**config.mk**
```make
export PLATFORM = sky130hd
export DESIGN_NAME = sram_rd_sched
export DESIGN_NICKNAME = d
export VERILOG_FILES = /design/src/rtl/sram_ctl_pkg.sv /design/src/rtl/rr_picker.sv /design/src/rtl/sram_rd_sched.sv
export SDC_FILE = /design/constraint.sdc
export NUM_CORES = 1
export LEC_CHECK = 0
export ABC_AREA = 1
export BUFFER_PORTS_ARGS = -buffer_cell sky130_fd_sc_hd__buf_2
export CORE_AREA = 10 10 178 180
export CTS_BUF_LIST = sky130_fd_sc_hd__clkbuf_2
export CTS_CLUSTER_SIZE = 10
export DETAILED_ROUTE_END_ITERATION = 7
export DIE_AREA = 0 0 188 190
export HOLD_SLACK_MARGIN = 0.1
export PLACE_DENSITY_LB_ADDON = 0.1
export SYNTH_ARGS = -nofsm -noshare
export SYNTH_HDL_FRONTEND = slang
export SYNTH_SLANG_ARGS = --single-unit
```
**constraint.sdc**
```tcl
create_clock -name clk -period 5.29 [get_ports clk]
set_clock_uncertainty 0.1 [all_clocks]
set_input_delay 0.2645 -clock clk [delete_from_list [all_inputs] [get_ports clk]]
set_output_delay 0.2645 -clock clk [all_outputs]
set_load 0.01 [all_outputs]
```
**src/rtl/sram_ctl_pkg.sv**
```systemverilog
// Shared constants and FSM state type for the SRAM read scheduler.
package sram_ctl_pkg;

    localparam int unsigned NUM_PORTS  = 16;
    localparam int unsigned ADDR_WIDTH = 17;
    localparam int unsigned DATA_WIDTH = 64;
    localparam int unsigned PORT_IDX_W = $clog2(NUM_PORTS);

    typedef enum logic {
        IDLE,
        LOCKED
    } state_e;

endpackage

```
**src/rtl/rr_picker.sv**
```systemverilog
// Combinational rotating-priority picker: first requester at or after ptr wins.
module rr_picker #(
    parameter int unsigned N = 16,
    parameter int unsigned W = $clog2(N)
) (
    input  logic [N-1:0] req,
    input  logic [W-1:0] ptr,
    output logic [N-1:0] gnt,
    output logic [W-1:0] index
);

    always_comb begin
        logic         found;
        logic [W-1:0] cand;
        gnt   = '0;
        index = '0;
        found = 1'b0;
        cand  = '0;
        for (int unsigned i = 0; i < N; i++) begin
            cand = W'((32'(ptr) + i) % N);
            if (!found && req[cand]) begin
                gnt[cand] = 1'b1;
                index     = cand;
                found     = 1'b1;
            end
        end
    end

endmodule

```
**src/rtl/sram_rd_sched.sv**
```systemverilog
// Round-robin SRAM port-B read scheduler with tagged response pipeline.
// Define SRAM_RD_SCHED_PKT_LOCK_EN to keep a packet's words together (IDLE/LOCKED FSM).
module sram_rd_sched #(
    parameter int unsigned NUM_PORTS  = sram_ctl_pkg::NUM_PORTS,
    parameter int unsigned ADDR_WIDTH = sram_ctl_pkg::ADDR_WIDTH,
    parameter int unsigned DATA_WIDTH = sram_ctl_pkg::DATA_WIDTH,
    parameter int unsigned RD_LATENCY = 1,
    localparam int unsigned PortIdxW  = $clog2(NUM_PORTS)
) (
    input  logic                            clk,
    input  logic                            rst,
    input  logic [NUM_PORTS-1:0]            rd_req,
    input  logic [NUM_PORTS-1:0]            rd_last,
    input  logic [NUM_PORTS*ADDR_WIDTH-1:0] rd_addr,
    output logic [NUM_PORTS-1:0]            rd_gnt,
    output logic                            enb,
    output logic [ADDR_WIDTH-1:0]           addrb,
    input  logic [DATA_WIDTH-1:0]           doutb,
    output logic                            rsp_vld,
    output logic [PortIdxW-1:0]             rsp_port,
    output logic                            rsp_last,
    output logic [DATA_WIDTH-1:0]           rsp_data,
    output logic                            busy
);

    logic [NUM_PORTS-1:0]                req_elig, pick_gnt;
    logic [PortIdxW-1:0]                 pick_idx;
    logic                                granted;
    logic [PortIdxW-1:0]                 ptr_q, ptr_d;
    logic                                enb_q, enb_d;
    logic [ADDR_WIDTH-1:0]               addrb_q, addrb_d;
    logic [RD_LATENCY:0]                 tag_vld_q, tag_vld_d;
    logic [RD_LATENCY:0][PortIdxW-1:0]   tag_port_q, tag_port_d;
    logic [RD_LATENCY:0]                 tag_last_q, tag_last_d;
    logic                                locked;
`ifdef SRAM_RD_SCHED_PKT_LOCK_EN
    sram_ctl_pkg::state_e                state_q, state_d;
    logic [PortIdxW-1:0]                 owner_q, owner_d;

    assign locked = (state_q == sram_ctl_pkg::LOCKED);
`else
    assign locked = 1'b0;
`endif

    // While a packet is locked only its owner is visible to the picker.
    always_comb begin
        req_elig = rd_req;
`ifdef SRAM_RD_SCHED_PKT_LOCK_EN
        if (locked) begin
            req_elig = rd_req & (NUM_PORTS'(1) << owner_q);
        end
`endif
    end

    rr_picker #(
        .N(NUM_PORTS),
        .W(PortIdxW)
    ) u_picker (
        .req  (req_elig),
        .ptr  (ptr_q),
        .gnt  (pick_gnt),
        .index(pick_idx)
    );

    assign rd_gnt  = rst ? '0 : pick_gnt;
    assign granted = |rd_gnt;

    always_comb begin
        ptr_d      = ptr_q;
        enb_d      = granted;
        addrb_d    = addrb_q;
        tag_vld_d  = {tag_vld_q[RD_LATENCY-1:0], granted};
        tag_port_d = {tag_port_q[RD_LATENCY-1:0], pick_idx};
        tag_last_d = {tag_last_q[RD_LATENCY-1:0], rd_last[pick_idx]};
        if (granted) begin
            addrb_d = rd_addr[32'(pick_idx) * ADDR_WIDTH +: ADDR_WIDTH];
            ptr_d   = (pick_idx == PortIdxW'(NUM_PORTS - 1)) ? '0 : pick_idx + 1'b1;
        end
`ifdef SRAM_RD_SCHED_PKT_LOCK_EN
        state_d = state_q;
        owner_d = owner_q;
        if (granted) begin
            case (state_q)
                sram_ctl_pkg::IDLE: begin
                    if (!rd_last[pick_idx]) begin
                        state_d = sram_ctl_pkg::LOCKED;
                        owner_d = pick_idx;
                    end
                end
                sram_ctl_pkg::LOCKED: begin
                    if (rd_last[pick_idx]) begin
                        state_d = sram_ctl_pkg::IDLE;
                    end
                end
            endcase
        end
`endif
    end

    always_ff @(posedge clk or posedge rst) begin
        if (rst) begin
            ptr_q      <= '0;
            enb_q      <= 1'b0;
            addrb_q    <= '0;
            tag_vld_q  <= '0;
            tag_port_q <= '0;
            tag_last_q <= '0;
`ifdef SRAM_RD_SCHED_PKT_LOCK_EN
            state_q    <= sram_ctl_pkg::IDLE;
            owner_q    <= '0;
`endif
        end else begin
            ptr_q      <= ptr_d;
            enb_q      <= enb_d;
            addrb_q    <= addrb_d;
            tag_vld_q  <= tag_vld_d;
            tag_port_q <= tag_port_d;
            tag_last_q <= tag_last_d;
`ifdef SRAM_RD_SCHED_PKT_LOCK_EN
            state_q    <= state_d;
            owner_q    <= owner_d;
`endif
        end
    end

    assign enb      = enb_q;
    assign addrb    = addrb_q;
    assign rsp_vld  = tag_vld_q[RD_LATENCY];
    assign rsp_port = tag_port_q[RD_LATENCY];
    assign rsp_last = tag_last_q[RD_LATENCY];
    assign rsp_data = doutb;
    assign busy     = enb_q | (|tag_vld_q) | locked;

endmodule

```
; ---- Yosys cells after proc, flatten, opt, wreduce, memory -nomap -nowiden
; Index checks and enable logic that the tools add are counted.
[totals]
register_bits = 34
inputBits = 370
output_inout_bits = 105
elab_cells = 238
[op_classes]
addsub = 16
n_mul = 1
n_lt_le_gt_ge = 33
n_eq_ne = 1
n_shift = 1
n_mux = 115
bitwise = 16
n_reduce_logical = 48
[ops]
columns = cell, n
row1 = $mux 16, 17
row2 = $shiftx 272x10->17, 1
row3 = $or 16x16->16, 15
row4 = $lt 4x5->1 const B, 17
row5 = $bmux 1 s4, 17
row6 = $mux 4, 17
row7 = $demux 1 s4, 16
row8 = $ge 4x1->1 const B, 16
row9 = $mux 1, 48
row10 = $add 4x4->4 const B, 8
row11 = $logic_and 1x1->1, 31
row12 = $add 4x3->4 const B, 4
row13 = $reduce_or 16->1, 1
row14 = $logic_not 1->1, 15
row15 = $mul 4x5->9 const B, 1
row16 = $add 4x1->4 const B, 2
row17 = $add 4x2->4 const B, 2
row18 = $eq 4x4->1 const B, 1
row19 = $reduce_or 2->1, 1
row20 = $or 1x1->1, 1

; ---- Depth between registers and ports, before layout
; Gate-level depths: netlist of run 1.
[logic_depth]
ltp_word = 50
ltp_mapped = 34

; ---- Cells and area by module
; Synthesis of run 1 repeated with hierarchy kept, for this count alone.
[unflattened]
hier_cells = 2093
area_unflattened_um2 = 10009.6
[modules_own_cells]
columns = mod, instances, cells_per_inst, area_each_um2
row1 = sram_rd_sched, 1, 1077, 5363.9
row2 = rr_picker, 1, 1016, 4645.7

; ---- Worst setup path before layout of run 1
; OpenSTA, ideal clock, no wires.
[synth_path]
path_type = register to register
startpoint = register ptr_q[1]
endpoint = register ptr_q[0]
setup_time_ns = 0.116
arrival_time_ns = 3.812
slack_ns = 1.262
stages_incl_launch_ff = 30
n_path_buf = 4
synth_period_minus_slack_ns = 4.028
path_cell_list = dfrtp_1 > inv_2 > buf_2 > ha_1 > inv_1 > buf_2 > nand3_1 > nand3_2 > nand2_1 > nand2_1 > nand2_2 > nor2_8 > nand4_4 > nor2_4 > nand4_2 > nor2_4 > nand4_4 > nor2_4 > nand2_2 > nand3_2 > nand2_2 > buf_6 > inv_2 > buf_2 > ha_1 > nand2_1 > nor2_1 > nor2_1 > nand2_1 > nand2_1
[synth_between]
elab_chain_len = 50
elab_cells_between_ends = 224
cone_classes = add/sub (16) / order compare (32) / eq/ne (1) / mux (113) / bitwise (15) / reduce/logical (47)
[synth_lines]
columns = item, line
row1 = start: declaration, sram_rd_sched.sv:29  ; logic [PortIdxW-1:0] ptr_q, ptr_d;
row2 = start signal: assignment, sram_rd_sched.sv:113  ; ptr_q <= ptr_d;
row3 = branches (longest 47 deep; another with $add 4x1->4), n/a
row4 = $mux 4 (*), rr_picker.sv:21  ; if (!found && req[cand]) begin
row5 = via pick_idx[0], sram_rd_sched.sv:27  ; logic [PortIdxW-1:0] pick_idx;
row6 = $add 4x1->4 or $eq 4x4->1 (tied branches), sram_rd_sched.sv:77  ; ptr_d = (pick_idx == PortIdxW'(NUM_PORTS - 1)) ? '0 : pick_idx + 1'b1;
row7 = $mux 4 (*), sram_rd_sched.sv:77
; Mark *: on every way through the listed nets, which the timed path passes. The select of a mux whose other input is x is not followed.
; A chain may end at the register's enable or synchronous reset.

; ---- Worst setup path after layout of run 1
[layout_path]
startpoint = register ptr_q[1]
endpoint = register addrb_q[12], in the netlist addrb[12]
[layout_between]
elab_chain_len = 50
elab_cells_between_ends = 223
cone_classes = add/sub (15) / mul (1) / order compare (32) / shift (1) / mux (112) / bitwise (15) / reduce/logical (47)
[layout_lines]
columns = item, line
row1 = branches (longest 50 deep; another with $add 4x1->4), n/a
row2 = end signal: assignment, sram_rd_sched.sv:115  ; addrb_q <= addrb_d;
row3 = end: declaration, sram_rd_sched.sv:31  ; logic [ADDR_WIDTH-1:0] addrb_q, addrb_d;
; Parallel ways; which one is timed is not known. The select of a mux whose other input is x is not followed.

==> results.py, run 1 <==
metrics = {
    "worst_setup_path": {
        "critPathSlowestCell": "dfrtp_1",
        "critPathArrivalTime_ns": 5.13,
        "cpMostUsedCell": "nand2_1",
        "setup.worst_path.class": "reg2reg",
        "cp-start-kind": "register",
        "critPathMaxStageDelay_ns": 0.41,
        "cp.required_ns": 5.51,
        "end_kind": "register",
        "crit_fanout": 63,
    },
    "synth": {
        "syn-mean-instance-area_um2": 5.02,
        "ys_seq_area_share_pct": 8.70,
        "ys_warn_count": 0,
        "synth_area_um2": 9490,
        "syn_inst": 1891,
        "synth_fp_nets": 2275,
        "ys_ff_latch": 33,
        "synth_cell_types": 39,
    },
    "grt": {
        "grt_overflow": 0,
        "antenna_found_initial": 11,
        "grt_max_degree": 137,
        "grt_pass1_vias": 12900,
        "grt_pass1_wl_um": 82300,
        "track_usage_pct": 29.4,
    },
    "route": {
        "routed_wl_um": 56800,
        "drt_iter0_drc": 1564,
        "via_count": 13700,
        "post-route-drc-count": 0,
        "drt_pre_antenna_iters": 6,
        "routedWlPerCell_um": 22.6,
        "ant_nets": 0,
        "avgViaCountPerCell": 5.45,
    },
    "clocking": {
        "htreeDepth": 2,
        "cts_setup_buffers": 0,
        "cts_buffer_depth": 2,
        "cts_buffers": 5,
        "cts.reportedPaths.clkPinSlew_ns": 0.21,
        "clock_insertion_delay_worst_skew_ns": 0.41,
        "cts_tree": "built",
        "cts_root_buffer": "clkbuf_2",
        "cts_sinks": 33,
    },
    "worst_hold_path": {
        "hold_class": "in2reg",
    },
    "die": {
        "coreArea_um2": 28200,
        "die_area_um2": 35700,
        "pin_count": 475,
        "fp-row-count": 62,
        "fp.dieW_um": 188,
        "start_util_pct": 33.6,
        "die_y_um": 190,
    },
    "timing": {
        "finalSetupViolCount": 0,
        "post-route-min-period_ns": 4.91,
        "tightest_slew_ns": 1.19,
        "rsz0062_at_grt": "false",
        "relSlewSlack_pct": 20.7,
        "fmax_mhz": 204,
        "fin_crit_sh_pct": 92.8,
        "final_max_slew_viol_count": 0,
        "hold_viol_final": 0,
        "fin_tns_setup_ns": 0,
        "whs_ns": 0.194,
    },
    "place": {
        "post-dp-hpwl_um": 45600,
        "routabilityCongestion": 0.984,
        "portBuffers": 346,
        "place_inst": 2497,
    },
    "run_status": {
        "status": "finished, final reports clean",
    },
    "run": {
        "maxCapViolations": 0,
    },
    "final_layout": {
        "layout.cells.non_filler": 2515,
        "drive_gt1_share_pct": 22.4,
        "synthToLayoutAreaGrowth_pct": 19.1,
        "fin_nets": 2507,
    },
}
-- flip-flops by register name, indices dropped and copies added (netlist names) --
register    count
ptr_q           4
tag_vld_q       2
addrb          17
tag_last_q      2
rsp_port        4
tag_port_d      4
-- timing repair --
action,4_1_cts,5_1_grt
endpoints found under the setup margin,0,17
gates resized for setup,0,4
hold buffers,1,0
hold endpoints to repair,33,0
-- routing by layer --
layer | routed length [um] | up-vias | global-route usage, %
met3 | 5050 | 97 | 6.15
met1 | 22500 | 6284 | 37.1
met5 | 20 | - | 0
met2 | 27600 | 775 | 49.5
met4 | 1600 | 4 | 8.37
li1 | - | 6541 | -
-- cell usage after synthesis --
cell	number	area [um^2]
a22oi_1	10	75.1
or2_2	1	6.26
o21ai_2	1	8.76
nor3b_1	1	7.51
dfrtp_1	33	826
xor2_2	1	16.3
nand3_1	521	2610
inv_4	2	12.5
buf_1	5	18.8
nand3_2	4	40.0
inv_2	13	48.8
a21boi_2	1	11.3
nand2_2	12	75.1
clkinv_1	3	11.3
nor2_8	1	20.0
nand4_2	4	50.1
nor3_1	15	75.1
o21a_1	1	7.51
buf_2	53	265
o211ai_1	3	22.5
ha_1	14	175
nor2_1	258	968
nor2_4	3	33.8
nand4_4	2	42.5
a21oi_1	12	60.1
nand4_1	25	156
xnor2_2	1	16.3
xor2_4	1	27.5
nor2_2	5	31.3
nand2_1	655	2460
inv_1	89	334
buf_4	84	631
a21boi_0	1	7.51
clkbuf_1	32	120
nand3_4	1	17.5
o21ai_0	7	35.0
xor2_1	2	17.5
nor3_2	1	10.0
buf_6	13	146
-- area by class of cell --
type	instances	area (um^2)
clock inverter	3	65.1
multi-input combinational	1565	7130
tap	384	480
fill	3425	16900
clock buffer	5	25.0
sequential	33	826
inverter	107	407
antenna	7	17.5
timing repair buffer	411	2360
-- final timing paths --
| check | start | endpoint | depth (start not counted) | slack, ns |
|---|---|---|---|---|
| worst max-delay path | ptr_q[1]$_DFFE_PP0P_ | addrb[12]$_DFFE_PP0P_ | 31 | 0.38 |
| worst max register to register | ptr_q[1]$_DFFE_PP0P_ | addrb[12]$_DFFE_PP0P_ | 31 | 0.38 |
| min in group asynchronous | rst | rsp_port[3]$_DFF_PP0_ | 3 | 0.54 |
| max in group asynchronous | rst | addrb[14]$_DFFE_PP0P_ | 3 | 3.90 |
| worst min register to register | tag_port_d[7]$_DFF_PP0_ | rsp_port[3]$_DFF_PP0_ | 0 | 0.25 |
| worst min-delay path | rd_last[11] | tag_last_q[0]$_DFF_PP0_ | 7 | 0.19 |
-- per-stage QoR --
stage / setup slack (ns) / instance area, um^2 / util (%)
floorplan: 1.26 / 9490 / -
global placement: 0.231 / 11100 / 39.5
detailed placement: 0.279 / 11100 / 39.5
CTS: 0.214 / 11200 / 39.8
global route: 0.0434 / 11300 / 40.0
finish: 0.380 / 11300 / 40.1
-- worst max-delay path: cells and delay by family, from the launching register on --
family	cells	cell delay, ns
simple gates	26	3.08
buf+inv	4	0.85
flops	1	0.41
fa+ha+maj	1	0.32
-- cells by family after synthesis --
| kind of cell | count (synthesis) | share of synthesized area (%) |
|---|---|---|
| XOR/XNOR | 5 | 0.817 |
| buffers and inverters | 294 | 16.7 |
| AO/OA/AOI/OAI | 36 | 2.40 |
| adder cells (fa/ha/maj) | 14 | 1.85 |
| flip-flops | 33 | 8.70 |
| AND/OR/NAND/NOR | 1509 | 69.5 |
-- placed cells by master (no fill, tap or decap), types with 12 or more instances in the layout --
cell type and count:
a21oi_1 12, nor2_1 258, inv_1 88, inv_2 14, nor3_1 15, nand3_1 520
nand4_1 25, nand2_1 655, dfrtp_1 33, ha_1 13, buf_4 53, buf_2 346
Power of run 1 is left out: the tool's default activity adds up to more than one toggle a clock period on the data nets, which glitch-free logic cannot reach.
==> inputs of run 2 (changes only) <==
Settings changed: CAP_MARGIN set to 20, RECOVER_POWER set to 25.
Clock period 5.29 ns to 5.65 ns, I/O delays scaled along.
==> run 2 against run 1 <==
Worst setup slack improved by 0.17 ns. First-iteration DRC count increased by 4.5%. Count of clock-buffer cells in the layout unchanged. Critical path depth unchanged. Cell count increased by 0.28%. Wire length increased by 3.2%. Critical endpoint is now addrb[13]$_DFFE_PP0P_.
==> results.py, run 2 (synthesis results as in run 1) <==
metrics = {
    "worst_setup_path": {
        "critPathArrivalTime_ns": 5.38,
        "r2r-start": "ptr_q[1]$_DFFE_PP0P_",
        "setup.worst_path.class": "reg2reg",
        "cp-start-kind": "register",
        "regToRegSetupSlack_ns": 0.55,
        "cpMostUsedCell": "nand2_1",
        "critPathSlowestCell": "ha_1",
        "critPathMaxStageDelay_ns": 0.45,
        "r2r_end": "addrb[13]$_DFFE_PP0P_",
        "crit_fanout": 45,
        "cp.required_ns": 5.93,
        "reg2reg_depth": 31,
        "end_kind": "register",
    },
    "final_layout": {
        "multi_input_area_um2": 7110,
        "final_cell_mix": "nand2_1, nand3_1, buf_2",
        "synthToLayoutAreaGrowth_pct": 19.6,
        "final_common_cell": "nand2_1",
        "seqCellArea_um2": 826,
        "fin_nets": 2514,
        "fillCellCount": 3312,
        "drive_gt1_share_pct": 22.6,
        "largest_reg_flops": 17,
    },
    "timing": {
        "fin_crit_sh_pct": 90.2,
        "fin_tns_setup_ns": 0,
        "fmax_mhz": 196,
        "hold_viol_final": 0,
        "relSlewSlack_pct": 28.9,
        "rsz0062_at_grt": "false",
        "finalSetupViolCount": 0,
        "post-route-min-period_ns": 5.10,
        "final_max_slew_viol_count": 0,
        "tightest_slew_ns": 1.06,
    },
    "clocking": {
        "clock_insertion_delay_worst_skew_ns": 0.46,
        "cts_root_buffer": "clkbuf_2",
        "htreeDepth": 2,
        "cts_setup_buffers": 0,
        "cts.reportedPaths.clkPinSlew_ns": 0.25,
        "cts_buffers": 5,
        "cts_sinks": 33,
        "cts_buffer_depth": 2,
        "cts-resized-gates": 0,
        "cts_tree": "built",
    },
    "grt": {
        "track_usage_pct": 30.8,
        "grt_pass1_wl_um": 85500,
        "grt_pass1_vias": 13400,
        "grt_max_degree": 68,
        "antenna_found_initial": 8,
        "grt_overflow": 0,
    },
    "die": {
        "coreArea_um2": 28200,
        "die_y_um": 190,
        "start_util_pct": 33.6,
        "fp-row-count": 62,
        "pin_count": 475,
        "fp.dieW_um": 188,
        "die_area_um2": 35700,
    },
    "route": {
        "routed_wl_um": 58500,
        "drt_iter0_drc": 1634,
        "post-route-drc-count": 0,
        "drt_pre_antenna_iters": 6,
        "ant_nets": 0,
        "via_count": 13900,
        "routedWlPerCell_um": 23.2,
        "avgViaCountPerCell": 5.50,
    },
    "run": {
        "maxCapViolations": 0,
    },
    "worst_hold_path": {
        "min_from": "rd_last[1]",
        "hold_end": "tag_last_q[0]$_DFF_PP0_",
        "hold_class": "in2reg",
        "hold_depth": 5,
    },
    "place": {
        "portBuffers": 346,
        "routabilityCongestion": 1.04,
        "post-dp-hpwl_um": 48000,
    },
    "run_status": {
        "status": "finished, final reports clean",
    },
}
[run 2: changes by cell type in the layout (fill, tap and decap cells not counted), sizes merged]
| cell | delta |
|---|---|
| buf | +9 |
| nor2 | -1 |
| clkinvlp | +1 |
| clkbuf | -1 |
| bufinv | -2 |
| clkinv | +1 |
[run 2: area by class of cell]
type                       instances  area share [%]
inverter                         107            3.58
timing repair buffer             419            21.7
sequential                        33            7.27
antenna                            7           0.154
multi-input combinational       1564            62.6
clock inverter                     3           0.154
clock buffer                       5           0.220
tap                              384            4.23
[run 2: stage by stage]
| stage | instance area [um^2] | util, % | hold WS [ns] | cells | setup slack (ns) |
|---|---|---|---|---|---|
| 6_report | 11400 | 40.2 | 0.174 | 2522 | 0.554 |
| 2_1_floorplan | 9490 | - | 0.231 | 1891 | 1.62 |
| 3_5_place_dp | 11300 | 39.9 | 0.237 | 2505 | 0.773 |
| 5_1_grt | 11400 | 40.2 | 0.199 | 2520 | 0.137 |
| 4_1_cts | 11300 | 40.1 | 0.127 | 2514 | 0.567 |
| 3_3_place_gp | 11300 | 39.9 | 0.233 | 2505 | 0.843 |
[run 2: how the worst max path moves through the flow]
stage | from | endpoint | slack, ns
6_report | ptr_q[1]$_DFFE_PP0P_ | addrb[13]$_DFFE_PP0P_ | 0.55
5_1_grt | ptr_q[1]$_DFFE_PP0P_ | addrb[13]$_DFFE_PP0P_ | 0.14
4_1_cts | ptr_q[1]$_DFFE_PP0P_ | rd_gnt[14] | 0.57
3_5_place_dp | ptr_q[1]$_DFFE_PP0P_ | addrb[13]$_DFFE_PP0P_ | 0.77
3_3_place_gp | ptr_q[1]$_DFFE_PP0P_ | addrb[13]$_DFFE_PP0P_ | 0.84
2_1_floorplan | ptr_q[1]$_DFFE_PP0P_ | ptr_q[0]$_DFFE_PP0P_ | 1.62
[run 2: worst max-delay path: cells and delay by family (launching register included)]
kind          cells  cell delay, ns
fa+ha+maj         1            0.45
simple gates     25            2.88
buf+inv           5            1.15
flops             1            0.42
[run 2: per-layer routing]
metal  wire, um  GRT usage, %  part of all wire [%]  up-vias
li1           -             -                     -     6542
met1      22700          37.6                    39     6411
met2      27900          51.2                    48      781
met3       5250          6.85                   9.0      147
met4       2690          13.1                   4.6        0
met5          0         0.274                     0        -
[run 2: repair_timing]
action                                 4_1_cts  5_1_grt
endpoints found under the hold margin       33        0
hold buffers                                 1        0
setup endpoints to repair                    0        0
Power of run 2 is left out for the same reason.
